`src/rtl/axi_rd_arb2_if.sv`:
```
// AXI read-channel bundle (AR + R) used for both requester ports and the
// downstream port of axi_rd_arb2.
interface axi_rd_arb2_if #(
  parameter int ADDR_W = 32,
  parameter int DATA_W = 32,
  parameter int ID_W   = 4
);
  logic [ADDR_W-1:0] araddr;
  logic [ID_W-1:0]   arid;
  logic [7:0]        arlen;
  logic [2:0]        arsize;
  logic [1:0]        arburst;
  logic              arvalid;
  logic              arready;
  logic [DATA_W-1:0] rdata;
  logic [ID_W-1:0]   rid;
  logic [1:0]        rresp;
  logic              rlast;
  logic              rvalid;
  logic              rready;

  modport master (
    output araddr, arid, arlen, arsize, arburst, arvalid, rready,
    input  arready, rdata, rid, rresp, rlast, rvalid
  );

  modport slave (
    input  araddr, arid, arlen, arsize, arburst, arvalid, rready,
    output arready, rdata, rid, rresp, rlast, rvalid
  );
endinterface

```
`src/rtl/axi_rd_arb2.sv`:
```
// Two-requester round-robin AXI read arbiter, one transaction in flight;
// whole bursts are routed to the granted requester by gnt, never by rid.
module axi_rd_arb2 #(
  parameter int ADDR_W = 32,
  parameter int DATA_W = 32,
  parameter int ID_W   = 4
) (
  input  logic           aclk,
  input  logic           aresetn,
  axi_rd_arb2_if.slave   s0,
  axi_rd_arb2_if.slave   s1,
  axi_rd_arb2_if.master  m
);

  typedef enum logic [1:0] {
    ST_IDLE = 2'd0,
    ST_ADDR = 2'd1,
    ST_DATA = 2'd2
  } state_t;

  state_t state_q, state_d;
  logic   gnt_q, gnt_d;
  logic   last_q, last_d;

  logic              ar_valid_s;
  logic              r_ready_s;
  logic              s0_arready_s, s1_arready_s;
  logic              s0_rvalid_s, s1_rvalid_s;
  logic [ADDR_W-1:0] araddr_s;
  logic [ID_W-1:0]   arid_s;
  logic [7:0]        arlen_s;
  logic [2:0]        arsize_s;
  logic [1:0]        arburst_s;
  logic [DATA_W-1:0] rdata_s;

  // last_q resets to 1 so requester 0 wins the first tie.
  always_ff @(posedge aclk) begin
    if (!aresetn) begin
      state_q <= ST_IDLE;
      gnt_q   <= 1'b0;
      last_q  <= 1'b1;
    end else begin
      state_q <= state_d;
      gnt_q   <= gnt_d;
      last_q  <= last_d;
    end
  end

  always_comb begin
    state_d = state_q;
    gnt_d   = gnt_q;
    last_d  = last_q;
    case (state_q)
      ST_IDLE: begin
        if (s0.arvalid && s1.arvalid) begin
          gnt_d   = ~last_q;
          last_d  = ~last_q;
          state_d = ST_ADDR;
        end else if (s0.arvalid) begin
          gnt_d   = 1'b0;
          last_d  = 1'b0;
          state_d = ST_ADDR;
        end else if (s1.arvalid) begin
          gnt_d   = 1'b1;
          last_d  = 1'b1;
          state_d = ST_ADDR;
        end else begin
          state_d = ST_IDLE;
        end
      end
      ST_ADDR: begin
        if (ar_valid_s && m.arready) begin
          state_d = ST_DATA;
        end else begin
          state_d = ST_ADDR;
        end
      end
      ST_DATA: begin
        if (m.rvalid && r_ready_s && m.rlast) begin
          state_d = ST_IDLE;
        end else begin
          state_d = ST_DATA;
        end
      end
      default: begin
        state_d = ST_IDLE;
      end
    endcase
  end

  // Handshake gating: only the granted side ever sees a ready/valid.
  always_comb begin
    ar_valid_s   = 1'b0;
    r_ready_s    = 1'b0;
    s0_arready_s = 1'b0;
    s1_arready_s = 1'b0;
    s0_rvalid_s  = 1'b0;
    s1_rvalid_s  = 1'b0;
    case (state_q)
      ST_IDLE: begin
        ar_valid_s = 1'b0;
      end
      ST_ADDR: begin
        if (gnt_q) begin
          ar_valid_s   = s1.arvalid;
          s1_arready_s = m.arready;
        end else begin
          ar_valid_s   = s0.arvalid;
          s0_arready_s = m.arready;
        end
      end
      ST_DATA: begin
        if (gnt_q) begin
          s1_rvalid_s = m.rvalid;
          r_ready_s   = s1.rready;
        end else begin
          s0_rvalid_s = m.rvalid;
          r_ready_s   = s0.rready;
        end
      end
      default: begin
        ar_valid_s = 1'b0;
      end
    endcase
  end

  // AR fields follow gnt regardless of state, so they stay stable while idle.
  always_comb begin
    if (gnt_q) begin
      araddr_s  = s1.araddr;
      arid_s    = s1.arid;
      arlen_s   = s1.arlen;
      arsize_s  = s1.arsize;
      arburst_s = s1.arburst;
    end else begin
      araddr_s  = s0.araddr;
      arid_s    = s0.arid;
      arlen_s   = s0.arlen;
      arsize_s  = s0.arsize;
      arburst_s = s0.arburst;
    end
  end

  assign rdata_s = m.rdata;

  assign m.araddr  = araddr_s;
  assign m.arid    = arid_s;
  assign m.arlen   = arlen_s;
  assign m.arsize  = arsize_s;
  assign m.arburst = arburst_s;
  assign m.arvalid = ar_valid_s;
  assign m.rready  = r_ready_s;

  assign s0.arready = s0_arready_s;
  assign s1.arready = s1_arready_s;
  assign s0.rvalid  = s0_rvalid_s;
  assign s1.rvalid  = s1_rvalid_s;

  assign s0.rdata = rdata_s;
  assign s1.rdata = rdata_s;
  assign s0.rid   = m.rid;
  assign s1.rid   = m.rid;
  assign s0.rresp = m.rresp;
  assign s1.rresp = m.rresp;
  assign s0.rlast = m.rlast;
  assign s1.rlast = m.rlast;

endmodule

```
`src/flat_wrapper.sv`:
```
// flat-port wrapper written by rule: the top's interface ports become plain ports
module axi_rd_arb2_flat 
#(
  parameter int ADDR_W = 32,
  parameter int DATA_W = 32,
  parameter int ID_W   = 4
)
  (aclk, aresetn, s0_araddr, s0_arid, s0_arlen, s0_arsize, s0_arburst, s0_arvalid, s0_rready, s0_arready, s0_rdata, s0_rid, s0_rresp, s0_rlast, s0_rvalid, s1_araddr, s1_arid, s1_arlen, s1_arsize, s1_arburst, s1_arvalid, s1_rready, s1_arready, s1_rdata, s1_rid, s1_rresp, s1_rlast, s1_rvalid, m_araddr, m_arid, m_arlen, m_arsize, m_arburst, m_arvalid, m_rready, m_arready, m_rdata, m_rid, m_rresp, m_rlast, m_rvalid);
  axi_rd_arb2_if #(.ADDR_W(ADDR_W), .DATA_W(DATA_W), .ID_W(ID_W)) s0_i ();
  axi_rd_arb2_if #(.ADDR_W(ADDR_W), .DATA_W(DATA_W), .ID_W(ID_W)) s1_i ();
  axi_rd_arb2_if #(.ADDR_W(ADDR_W), .DATA_W(DATA_W), .ID_W(ID_W)) m_i ();
  input  logic aclk;
  input  logic aresetn;
  input wire logic [$bits(s0_i.araddr)-1:0] s0_araddr;
  input wire logic [$bits(s0_i.arid)-1:0] s0_arid;
  input wire logic [$bits(s0_i.arlen)-1:0] s0_arlen;
  input wire logic [$bits(s0_i.arsize)-1:0] s0_arsize;
  input wire logic [$bits(s0_i.arburst)-1:0] s0_arburst;
  input wire logic [$bits(s0_i.arvalid)-1:0] s0_arvalid;
  input wire logic [$bits(s0_i.rready)-1:0] s0_rready;
  output wire logic [$bits(s0_i.arready)-1:0] s0_arready;
  output wire logic [$bits(s0_i.rdata)-1:0] s0_rdata;
  output wire logic [$bits(s0_i.rid)-1:0] s0_rid;
  output wire logic [$bits(s0_i.rresp)-1:0] s0_rresp;
  output wire logic [$bits(s0_i.rlast)-1:0] s0_rlast;
  output wire logic [$bits(s0_i.rvalid)-1:0] s0_rvalid;
  input wire logic [$bits(s1_i.araddr)-1:0] s1_araddr;
  input wire logic [$bits(s1_i.arid)-1:0] s1_arid;
  input wire logic [$bits(s1_i.arlen)-1:0] s1_arlen;
  input wire logic [$bits(s1_i.arsize)-1:0] s1_arsize;
  input wire logic [$bits(s1_i.arburst)-1:0] s1_arburst;
  input wire logic [$bits(s1_i.arvalid)-1:0] s1_arvalid;
  input wire logic [$bits(s1_i.rready)-1:0] s1_rready;
  output wire logic [$bits(s1_i.arready)-1:0] s1_arready;
  output wire logic [$bits(s1_i.rdata)-1:0] s1_rdata;
  output wire logic [$bits(s1_i.rid)-1:0] s1_rid;
  output wire logic [$bits(s1_i.rresp)-1:0] s1_rresp;
  output wire logic [$bits(s1_i.rlast)-1:0] s1_rlast;
  output wire logic [$bits(s1_i.rvalid)-1:0] s1_rvalid;
  output wire logic [$bits(m_i.araddr)-1:0] m_araddr;
  output wire logic [$bits(m_i.arid)-1:0] m_arid;
  output wire logic [$bits(m_i.arlen)-1:0] m_arlen;
  output wire logic [$bits(m_i.arsize)-1:0] m_arsize;
  output wire logic [$bits(m_i.arburst)-1:0] m_arburst;
  output wire logic [$bits(m_i.arvalid)-1:0] m_arvalid;
  output wire logic [$bits(m_i.rready)-1:0] m_rready;
  input wire logic [$bits(m_i.arready)-1:0] m_arready;
  input wire logic [$bits(m_i.rdata)-1:0] m_rdata;
  input wire logic [$bits(m_i.rid)-1:0] m_rid;
  input wire logic [$bits(m_i.rresp)-1:0] m_rresp;
  input wire logic [$bits(m_i.rlast)-1:0] m_rlast;
  input wire logic [$bits(m_i.rvalid)-1:0] m_rvalid;
  assign s0_i.araddr = s0_araddr;
  assign s0_i.arid = s0_arid;
  assign s0_i.arlen = s0_arlen;
  assign s0_i.arsize = s0_arsize;
  assign s0_i.arburst = s0_arburst;
  assign s0_i.arvalid = s0_arvalid;
  assign s0_i.rready = s0_rready;
  assign s0_arready = s0_i.arready;
  assign s0_rdata = s0_i.rdata;
  assign s0_rid = s0_i.rid;
  assign s0_rresp = s0_i.rresp;
  assign s0_rlast = s0_i.rlast;
  assign s0_rvalid = s0_i.rvalid;
  assign s1_i.araddr = s1_araddr;
  assign s1_i.arid = s1_arid;
  assign s1_i.arlen = s1_arlen;
  assign s1_i.arsize = s1_arsize;
  assign s1_i.arburst = s1_arburst;
  assign s1_i.arvalid = s1_arvalid;
  assign s1_i.rready = s1_rready;
  assign s1_arready = s1_i.arready;
  assign s1_rdata = s1_i.rdata;
  assign s1_rid = s1_i.rid;
  assign s1_rresp = s1_i.rresp;
  assign s1_rlast = s1_i.rlast;
  assign s1_rvalid = s1_i.rvalid;
  assign m_araddr = m_i.araddr;
  assign m_arid = m_i.arid;
  assign m_arlen = m_i.arlen;
  assign m_arsize = m_i.arsize;
  assign m_arburst = m_i.arburst;
  assign m_arvalid = m_i.arvalid;
  assign m_rready = m_i.rready;
  assign m_i.arready = m_arready;
  assign m_i.rdata = m_rdata;
  assign m_i.rid = m_rid;
  assign m_i.rresp = m_rresp;
  assign m_i.rlast = m_rlast;
  assign m_i.rvalid = m_rvalid;
  axi_rd_arb2 #(.ADDR_W(ADDR_W), .DATA_W(DATA_W), .ID_W(ID_W)) u_core (.aclk(aclk), .aresetn(aresetn), .s0(s0_i), .s1(s1_i), .m(m_i));
endmodule
```
`config.mk`:
```
export PLATFORM = sky130hd
export DESIGN_NAME = axi_rd_arb2_flat
export DESIGN_NICKNAME = d
export VERILOG_FILES = /design/src/rtl/axi_rd_arb2_if.sv /design/src/rtl/axi_rd_arb2.sv /design/src/flat_wrapper.sv
export SDC_FILE = /design/constraint.sdc
export NUM_CORES = 1
export LEC_CHECK = 0
export BUFFER_PORTS_ARGS = -buffer_cell sky130_fd_sc_hd__buf_2
export CAP_MARGIN = 20
export CORE_AREA = 5 5 105 107
export CTS_BUF_LIST = sky130_fd_sc_hd__clkbuf_2
export DETAILED_ROUTE_END_ITERATION = 16
export DIE_AREA = 0 0 110 112
export PLACE_DENSITY_LB_ADDON = 0.25
export SLEW_MARGIN = 10
export SYNTH_ARGS = -nofsm -noshare
export SYNTH_HDL_FRONTEND = slang
export SYNTH_SLANG_ARGS = --single-unit
```
`constraint.sdc`:
```
create_clock -name aclk -period 2.35 [get_ports aclk]
set_clock_uncertainty 0.05 [all_clocks]
set_input_delay 0.235 -clock aclk [delete_from_list [all_inputs] [get_ports aclk]]
set_output_delay 0.235 -clock aclk [all_outputs]
set_load 0.02 [all_outputs]
```
Yosys cells after proc, flatten, opt, wreduce, memory -nomap -nowiden --
Cells that the tools add are included.
Operators by class: equality and inequality tests 2, reduce and logical (&&, ||, !) cells 7, bitwise logic cells 1, muxes and demuxes 26
Operator list (number):
- $mux W32 | 1
- $mux W1 | 16
- $mux W2 | 5
- $mux W8 | 1
- $pmux W2 S3 | 1
- $logic_and A1 B1 Y1 | 4
- $mux W4 | 1
- $mux W3 | 1
- $reduce_bool A3 Y1 | 1
- $eq A2 B1 Y1 const B | 1
- $eq A2 B2 Y1 const B | 1
- $logic_not A2 Y1 | 1
- $reduce_and A2 Y1 | 1
- $not A1 Y1 | 1
Word-level totals: logic and storage cells 39, register bits 4, bits of input ports 145

Depth between registers and ports, before layout --
Gate-level depths: netlist of run 1.
depth in word-level cells 6, mapped depth 4

Least setup slack after synthesis of run 1 --
No wires, ideal clock.
path kind register to output, start reg u_core.gnt_q, end out s1_arready, data required time 2.065 ns, cell stages (with the launch flop) 4, data arrival time 1.189 ns, slack 0.876 ns, cells stage by stage dfxtp_1 > buf_4 > buf_4 > nor3b_1
On the way: word-level cells in the longest chain between the ends 2
Ends and longest elaborated chain:
- start, declared | RTL line axi_rd_arb2.sv:22 | logic gnt_q, gnt_d;
- start signal, assigned | RTL line axi_rd_arb2.sv:44 | gnt_q <= gnt_d;
- $mux W1 | RTL line axi_rd_arb2.sv:104 | if (gnt_q) begin
- $mux W1 | RTL line axi_rd_arb2.sv:99 | case (state_q)
- end, declared | RTL line flat_wrapper.sv:34 | output wire logic [$bits(s1_i.arready)-1:0] s1_arready;
No other way between the ends.

Worst setup path in the final report of run 1 --
start reg u_core.gnt_q, end out m_araddr[24]
On the way: word-level cells in the longest chain between the ends 1
Ends and longest elaborated chain:
- $mux W32 | RTL line axi_rd_arb2.sv:129 | if (gnt_q) begin
- end, declared | RTL line flat_wrapper.sv:40 | output wire logic [$bits(m_i.araddr)-1:0] m_araddr;
No other way between the ends.

==> impl_results.md, run 1 <==
* Period utilization at just under 80%
* Clock root buffer: clkbuf_2
* FF+latch area at slightly above 80 um^2
* Worst slew margin at 77.99%
* P per Cell Area at between 300 and 400 nW/um^2
* Die X at roughly 110 um
* Worst-path maximum fanout at 43
* Drt drc at 0
* Placer Congestion at around 0.66
* RR Endpoint: u_core.state_q[1]$_SDFF_PN0_
* Synthesized area at about 1400 um^2
* Worst Hold Path EP: u_core.last_q$_SDFFE_PN1N_
* Multi-input logic area at ~710 um^2
* Most frequent cells in the layout: buf_2, mux2_2, nand2_1
* Sw power at ~0.25 mW
* Crit Reg-Reg Startpoint: u_core.gnt_q$_SDFFE_PN0N_
* Clk_lat worst skew at 0.21 ns
* Filler cells at 1148
* Max Root-Sink Buffers at 2
* Flop pwr share at about 15%
* Antenna violations before repair at 0
* Req. time, crit path at between 2 and 2.5 ns
* Cell taking the most area after synthesis: buf_4
* Worst r2r path cells at 3
* DIE AREA at 12320 um^2
* I/O pin total at about 280
* Total length of routed wires at slightly above 5 mm
* Detailed Route Iter0 Violations at 10
* Syn. warnings at 0
* HP Class: in2reg
* Std-Cell Rows at 37
* Hold path depth at 2
* CTS Hold Bufs at 0
* P&R area growth vs syn at 27.63%
* Clk pwr share at approximately 11%
* Antenna-violating nets left at 0
* Netlist cell types at 17
* DIE HEIGHT at 112 um
* Number of global-route vias before repair at 1412
* R2r setup slk at ~1.1 ns
* Hold path startpoint: aresetn
* Initial Util at 14.11%
* Post-Syn Area per Cell at 8.751 um^2
* Commonest non-fill, non-tap cell in the layout: buf_2
* Detailed-route via count at around 1400
* Port Buffers at 163
* Period minus WS final at about 1.9 ns
* WS Path Type: reg2out
* Worst setup EP type: primary output
* Antenna diodes at 0
* Syn Nets at slightly above 300
* Total track usage at between 6 and 7%
* Initial DRT Pass Iterations at 2
* Vias per inst at 3.625
* Syn Inst Count at approximately 160
* Comb pwr share at between 70% and 80%
* Synth area leaders: buf_4, mux2_2, dfxtp_1, nand2_1, nor3b_1
* Non-filler instance count after layout at 381
* Outcome: finished, final reports clean
* Synthesis-stage register bit count at 4
* Switching share of power at between 40% and 50%
* Final max-slew violation count at 0
* Nets@finish at 392
* Setup TNS at 0 ns
* CTS sink cnt at 4
* Dpl hpwl at between 4 and 5 mm
* Leakage at roughly 0.94 nW
* Register area share after synthesis at between 5 and 6%
* Pin count of the biggest net entering global routing at 44
* Grt ovf at 0
* Pint at 0.3133 mW
* Max-cap violation count at 0
* Setup violations, final at 0
* Fmax achieved at roughly 540 MHz
* Layout cells sized above 1 at between 80% and 90%
* Worst Tran Pin Value at ~0.33 ns
* Placed insts at roughly 380
* CTS Buf Count at 3
* Core area at ~10000 um^2
* Worst vdd ir at roughly 110 uV
* Post-synth top area share at 44.48%
* Startpoint types: flip-flop
* Post-CTS setup buffers at 0
* First-pass GRT wire length at approximately 6.7 mm
* Worst-path clk slew at 0.04 ns
* CTS tree: yes
* Post-CTS Resized at 0
* Final Hold Viols at 0
* Drt wl/cell at about 13 um
* WP data arrival at approximately 1.6 ns
* H-tree depth at 1
* RSZ-0062 raised after global routing: no
area by class of cell:
type                            instances  share of cell area [%]
Multi-Input combinational cell         74                   39.07
Timing Repair Buffer                  164                   46.20
Sequential cell                         4                   4.495
Tap cell                              136                   9.405
Clock buffer                            3                  0.8299
metal layers:
metal	share of wire, %	vias to the layer above	track usage (%)
li1	-	638	-
met1	30	590	5.835
met3	16	26	2.609
met4	2.9	0	2.826
met2	51	127	13.88
met5	0	-	0
worst max path at each step:
stage / from / endpoint / slack [ns] / cells past startpoint
after floorplan: u_core.gnt_q$_SDFFE_PN0N_ / s1_arready / 0.88 / 3
after global placement: u_core.gnt_q$_SDFFE_PN0N_ / m_araddr[24] / 0.70 / 3
after detailed placement: u_core.gnt_q$_SDFFE_PN0N_ / m_araddr[24] / 0.69 / 3
after CTS: u_core.gnt_q$_SDFFE_PN0N_ / m_araddr[24] / 0.45 / 3
after global routing: u_core.gnt_q$_SDFFE_PN0N_ / m_araddr[24] / 0.39 / 3
final: u_core.gnt_q$_SDFFE_PN0N_ / m_araddr[24] / 0.49 / 3
cell usage after synthesis:
library cell / instances
buf_4: 84
mux2_2: 49
nand2_1: 6
dfxtp_1: 4
nor2b_1: 3
nor3b_1: 3
mux2i_1: 2
nor2_1: 2
a21boi_1: 1
a32oi_1: 1
and3_1: 1
nor3_1: 1
o211ai_1: 1
o21ai_0: 1
o32ai_1: 1
or3_1: 1
or3b_1: 1
power groups by stage:
| stage | clock [mW] | sequential (mW) | combinational (mW) |
|---|---|---|---|
| 3_3_place_gp | 0 | 0.0870 | 0.423 |
| 6_report | 0.0644 | 0.0862 | 0.417 |
| 3_5_place_dp | 0 | 0.0876 | 0.424 |
| 2_1_floorplan | 0 | 0.0795 | 0.445 |
| 5_1_grt | 0.0762 | 0.0877 | 0.450 |
| 4_1_cts | 0.0684 | 0.0862 | 0.425 |
state kept, by name, indices dropped and copies added (netlist names):
name,flops
u_core.state_q,2
u_core.gnt_q,1
u_core.last_q,1
critical path: stages (launching register included):
cell     delay, ns
dfxtp_2       0.52
buf_12        0.27
mux2_2        0.38
buf_2         0.16
logic make-up (layout without fill, tap and decap cells):
| kind of cell | after synthesis | count (layout) | synth area share, % |
|---|---|---|---|
| flip-flops | 4 | 4 | 5.649 |
| multiplexers | 51 | 51 | 40.34 |
| buffers and inverters | 84 | 167 | 44.48 |
| AND/OR/NAND/NOR | 18 | 18 | 6.885 |
| AO/OA/AOI/OAI | 5 | 5 | 2.648 |
stage by stage:
stage	worst slack, ns	hold WS [ns]	util, %	power (mW)	area [um^2]
after floorplan	0.8762	0.2739	-	0.5245	1418
after global placement	0.7007	0.4202	17.86	0.5104	1794
after detailed placement	0.6879	0.4202	17.86	0.5114	1794
after CTS	0.4478	0.1981	18.01	0.5802	1809
after global routing	0.3903	0.1907	18.01	0.6141	1809
final	0.4880	0.2034	18.01	0.5671	1809
(Power assumes the default switching activity.)
==> run 2, diff against run 1 <==
--- a/config.mk
+++ b/config.mk
@@ -7,10 +7,10 @@
 export LEC_CHECK = 0
 export BUFFER_PORTS_ARGS = -buffer_cell sky130_fd_sc_hd__buf_2
 export CAP_MARGIN = 20
-export CORE_AREA = 5 5 105 107
+export CORE_AREA = 5 5 104 106
 export CTS_BUF_LIST = sky130_fd_sc_hd__clkbuf_2
 export DETAILED_ROUTE_END_ITERATION = 16
-export DIE_AREA = 0 0 110 112
+export DIE_AREA = 0 0 109 111
 export PLACE_DENSITY_LB_ADDON = 0.25
 export SLEW_MARGIN = 10
 export SYNTH_ARGS = -nofsm -noshare
==> constraint.sdc (replaced) <==
create_clock -name aclk -period 1.7 [get_ports aclk]
set_clock_uncertainty 0.05 [all_clocks]
set_input_delay 0.17 -clock aclk [delete_from_list [all_inputs] [get_ports aclk]]
set_output_delay 0.17 -clock aclk [all_outputs]
set_load 0.02 [all_outputs]
==> impl_results.md, run 2 (same netlist as run 1, synthesis figures left out) <==
* DIE AREA at 12100 um^2 (was 12320 um^2)
* Initial Util at 14.64% (was 14.11%)
* Pin count of the biggest net entering global routing at 37 (was 44)
* Flop pwr share at 14.1% (was 15.2%)
* Placed insts at 376 (was 378)
* Clock root buffer: clkbuf_2 (unchanged)
* Comb pwr share at 74.2% (was 73.4%)
* RSZ-0062 raised after global routing: no (unchanged)
* Worst vdd ir at 108.8 uV (was 114.9 uV)
* Most frequent cells in the layout: buf_2, mux2_2, nand2_1 (unchanged)
* Initial DRT Pass Iterations at 2 (unchanged)
* Worst setup EP type: primary output (unchanged)
* Setup TNS at 0 ns (unchanged)
* Sw power at 0.3534 mW (was 0.2538 mW)
* Multi-input logic area at 706.9 um^2 (unchanged)
* Grt ovf at 0 (unchanged)
* WP data arrival at 1.36 ns (was 1.58 ns)
* Hold path depth at 2 (unchanged)
* Post-DP Area at 1798 um^2 (was 1794 um^2)
* CTS Hold Bufs at 0 (unchanged)
* Number of global-route vias before repair at 1385 (was 1412)
* Total track usage at 7.847% (was 6.927%)
* Fmax achieved at roughly 630 MHz
* First-pass GRT wire length at 7.320 mm (was 6.713 mm)
* H-tree depth at 1 (unchanged)
* Req. time, crit path at 1.48 ns (was 2.07 ns)
* Outcome: finished, final reports clean (unchanged)
* I/O pin total at 278 (unchanged)
* CTS sink cnt at 4 (unchanged)
* Post-CTS setup buffers at 0 (unchanged)
* Layout cells sized above 1 at 88.62% (was 88.57%)
* Antenna violations before repair at 0 (unchanged)
* Placer Congestion at 0.6239 (was 0.6637)
* Non-filler instance count after layout at 379 (was 381)
* Final Hold Viols at 0 (unchanged)
* Detailed-route via count at 1375 (was 1381)
* HP Class: in2reg (unchanged)
* Antenna diodes at 0 (unchanged)
* Pwr Total at 0.7888 mW (was 0.5671 mW)
* Antenna-violating nets left at 0 (unchanged)
* Pint at 0.4354 mW (was 0.3133 mW)
* Largest register FFs at 2 (unchanged)
* Largest Register: u_core.state_q (unchanged)
* WS Path Type: reg2out (unchanged)
* Clk pwr share at 11.8% (was 11.4%)
* Drt wl/cell at 14.69 um (was 13.34 um)
* Die X at 109 um (was 110 um)
* Top Registers: u_core.state_q (2), u_core.gnt_q (1), u_core.last_q (1) (unchanged)
* Port Buffers at 163 (unchanged)
* RR Endpoint: u_core.state_q[0]$_SDFF_PN0_ (was u_core.state_q[1]$_SDFF_PN0_)
* Worst-path clk slew at 0.06 ns (was 0.04 ns)
* Worst-path maximum fanout at 20 (was 43)
* CTS Buf Count at 3 (unchanged)
* Nets@finish at 393 (was 392)
* DIE HEIGHT at 111 um (was 112 um)
* Dpl hpwl at 5.009 mm (was 4.556 mm)
* Leakage at 0.9435 nW (was 0.9382 nW)
* CTS tree: yes (unchanged)
* Max Root-Sink Buffers at 2 (unchanged)
* Final core utilization at 18.72% (was 18.01%)
* Period minus WS final at between 1.5 and 2 ns
* Filler cells at 1109 (was 1148)
* Max-cap violation count at 0 (unchanged)
* Period utilization at around 93%
* P per Cell Area at 435.1 nW/um^2 (was 313.4 nW/um^2)
* Vias per inst at 3.628 (was 3.625)
* Final Cell Area at 1813 um^2 (was 1809 um^2)
* Clk_lat worst skew at 0.21 ns (about the same)
* Worst r2r path cells at 4 (was 3)
* Final max-slew violation count at 0 (unchanged)
* P&R area growth vs syn at 27.89% (was 27.63%)
* Core area at 9684 um^2 (was 10050 um^2)
* Switching share of power at 44.80% (was 44.75%)
* Worst Hold Path EP: u_core.last_q$_SDFFE_PN1N_ (unchanged)
* Total length of routed wires at 5.569 mm (was 5.082 mm)
* FF+latch area at 81.33 um^2 (unchanged)
* Crit Reg-Reg Startpoint: u_core.gnt_q$_SDFFE_PN0N_ (unchanged)
* Setup violations, final at 0 (unchanged)
* Worst slew margin at 84.77% (was 77.99%)
* Detailed Route Iter0 Violations at 15 (was 10)
* R2r setup slk at 0.39 ns (was 1.06 ns)
* Worst Tran Pin Value at 0.2222 ns (was 0.3301 ns)
* Startpoint types: flip-flop (unchanged)
* Std-Cell Rows at 36 (was 37)
* Hold path startpoint: aresetn (unchanged)
* Post-CTS Resized at 0 (unchanged)
* Commonest non-fill, non-tap cell in the layout: buf_2 (unchanged)
* Drt drc at 0 (unchanged)
[run 2: cell types whose count changed in the layout (fill, tap and decap cells not counted), sizes merged]
cell  change
buf       +1
[run 2: area by class of cell]
class | count | area share (%)
clock buffer | 3 | 0.8282
timing repair buffer | 165 | 46.51
tap | 133 | 9.179
sequential | 4 | 4.486
multi-input combinational | 74 | 38.99
[run 2: through the flow]
stage | setup WS, ns | hold WS, ns
floorplan | 0.2912 | 0.2089
global placement | 0.2638 | 0.2902
detailed placement | 0.2845 | 0.2902
CTS | 0.02421 | 0.1395
global route | 0.006841 | 0.1575
finish | 0.1155 | 0.1463
[run 2: worst max-delay path by stage]
| stage | from | endpoint | slack (ns) | depth (start not counted) |
|---|---|---|---|---|
| CTS | u_core.gnt_q$_SDFFE_PN0N_ | m_arvalid | 0.02 | 4 |
| global route | u_core.gnt_q$_SDFFE_PN0N_ | m_arvalid | 0.007 | 4 |
| finish | u_core.gnt_q$_SDFFE_PN0N_ | m_araddr[3] | 0.12 | 3 |
| global placement | u_core.gnt_q$_SDFFE_PN0N_ | m_arvalid | 0.26 | 4 |
| floorplan | u_core.gnt_q$_SDFFE_PN0N_ | s1_arready | 0.29 | 3 |
| detailed placement | u_core.gnt_q$_SDFFE_PN0N_ | m_arvalid | 0.28 | 4 |
[run 2: power groups by stage]
stage | Sequential, mW | Clock (mW) | Combinational (mW)
after floorplan | 0.110 | 0 | 0.615
after global placement | 0.113 | 0 | 0.593
after detailed placement | 0.113 | 0 | 0.595
after CTS | 0.111 | 0.102 | 0.598
after global routing | 0.112 | 0.109 | 0.629
final | 0.111 | 0.0928 | 0.585
[run 2: routing by layer]
metal	part of all wire [%]	vias up	track usage, %	routed length (um)
met3	15	19	2.271	817
met1	30	594	6.555	1693
met2	52	121	15.72	2899
met5	0	-	0	0
met4	2.8	0	4.293	158
li1	-	641	-	-
[run 2: critical path, cell delays in order (launching register included)]
cell     delay, ns
dfxtp_2       0.35
buf_4         0.27
mux2_2        0.37
buf_2         0.16
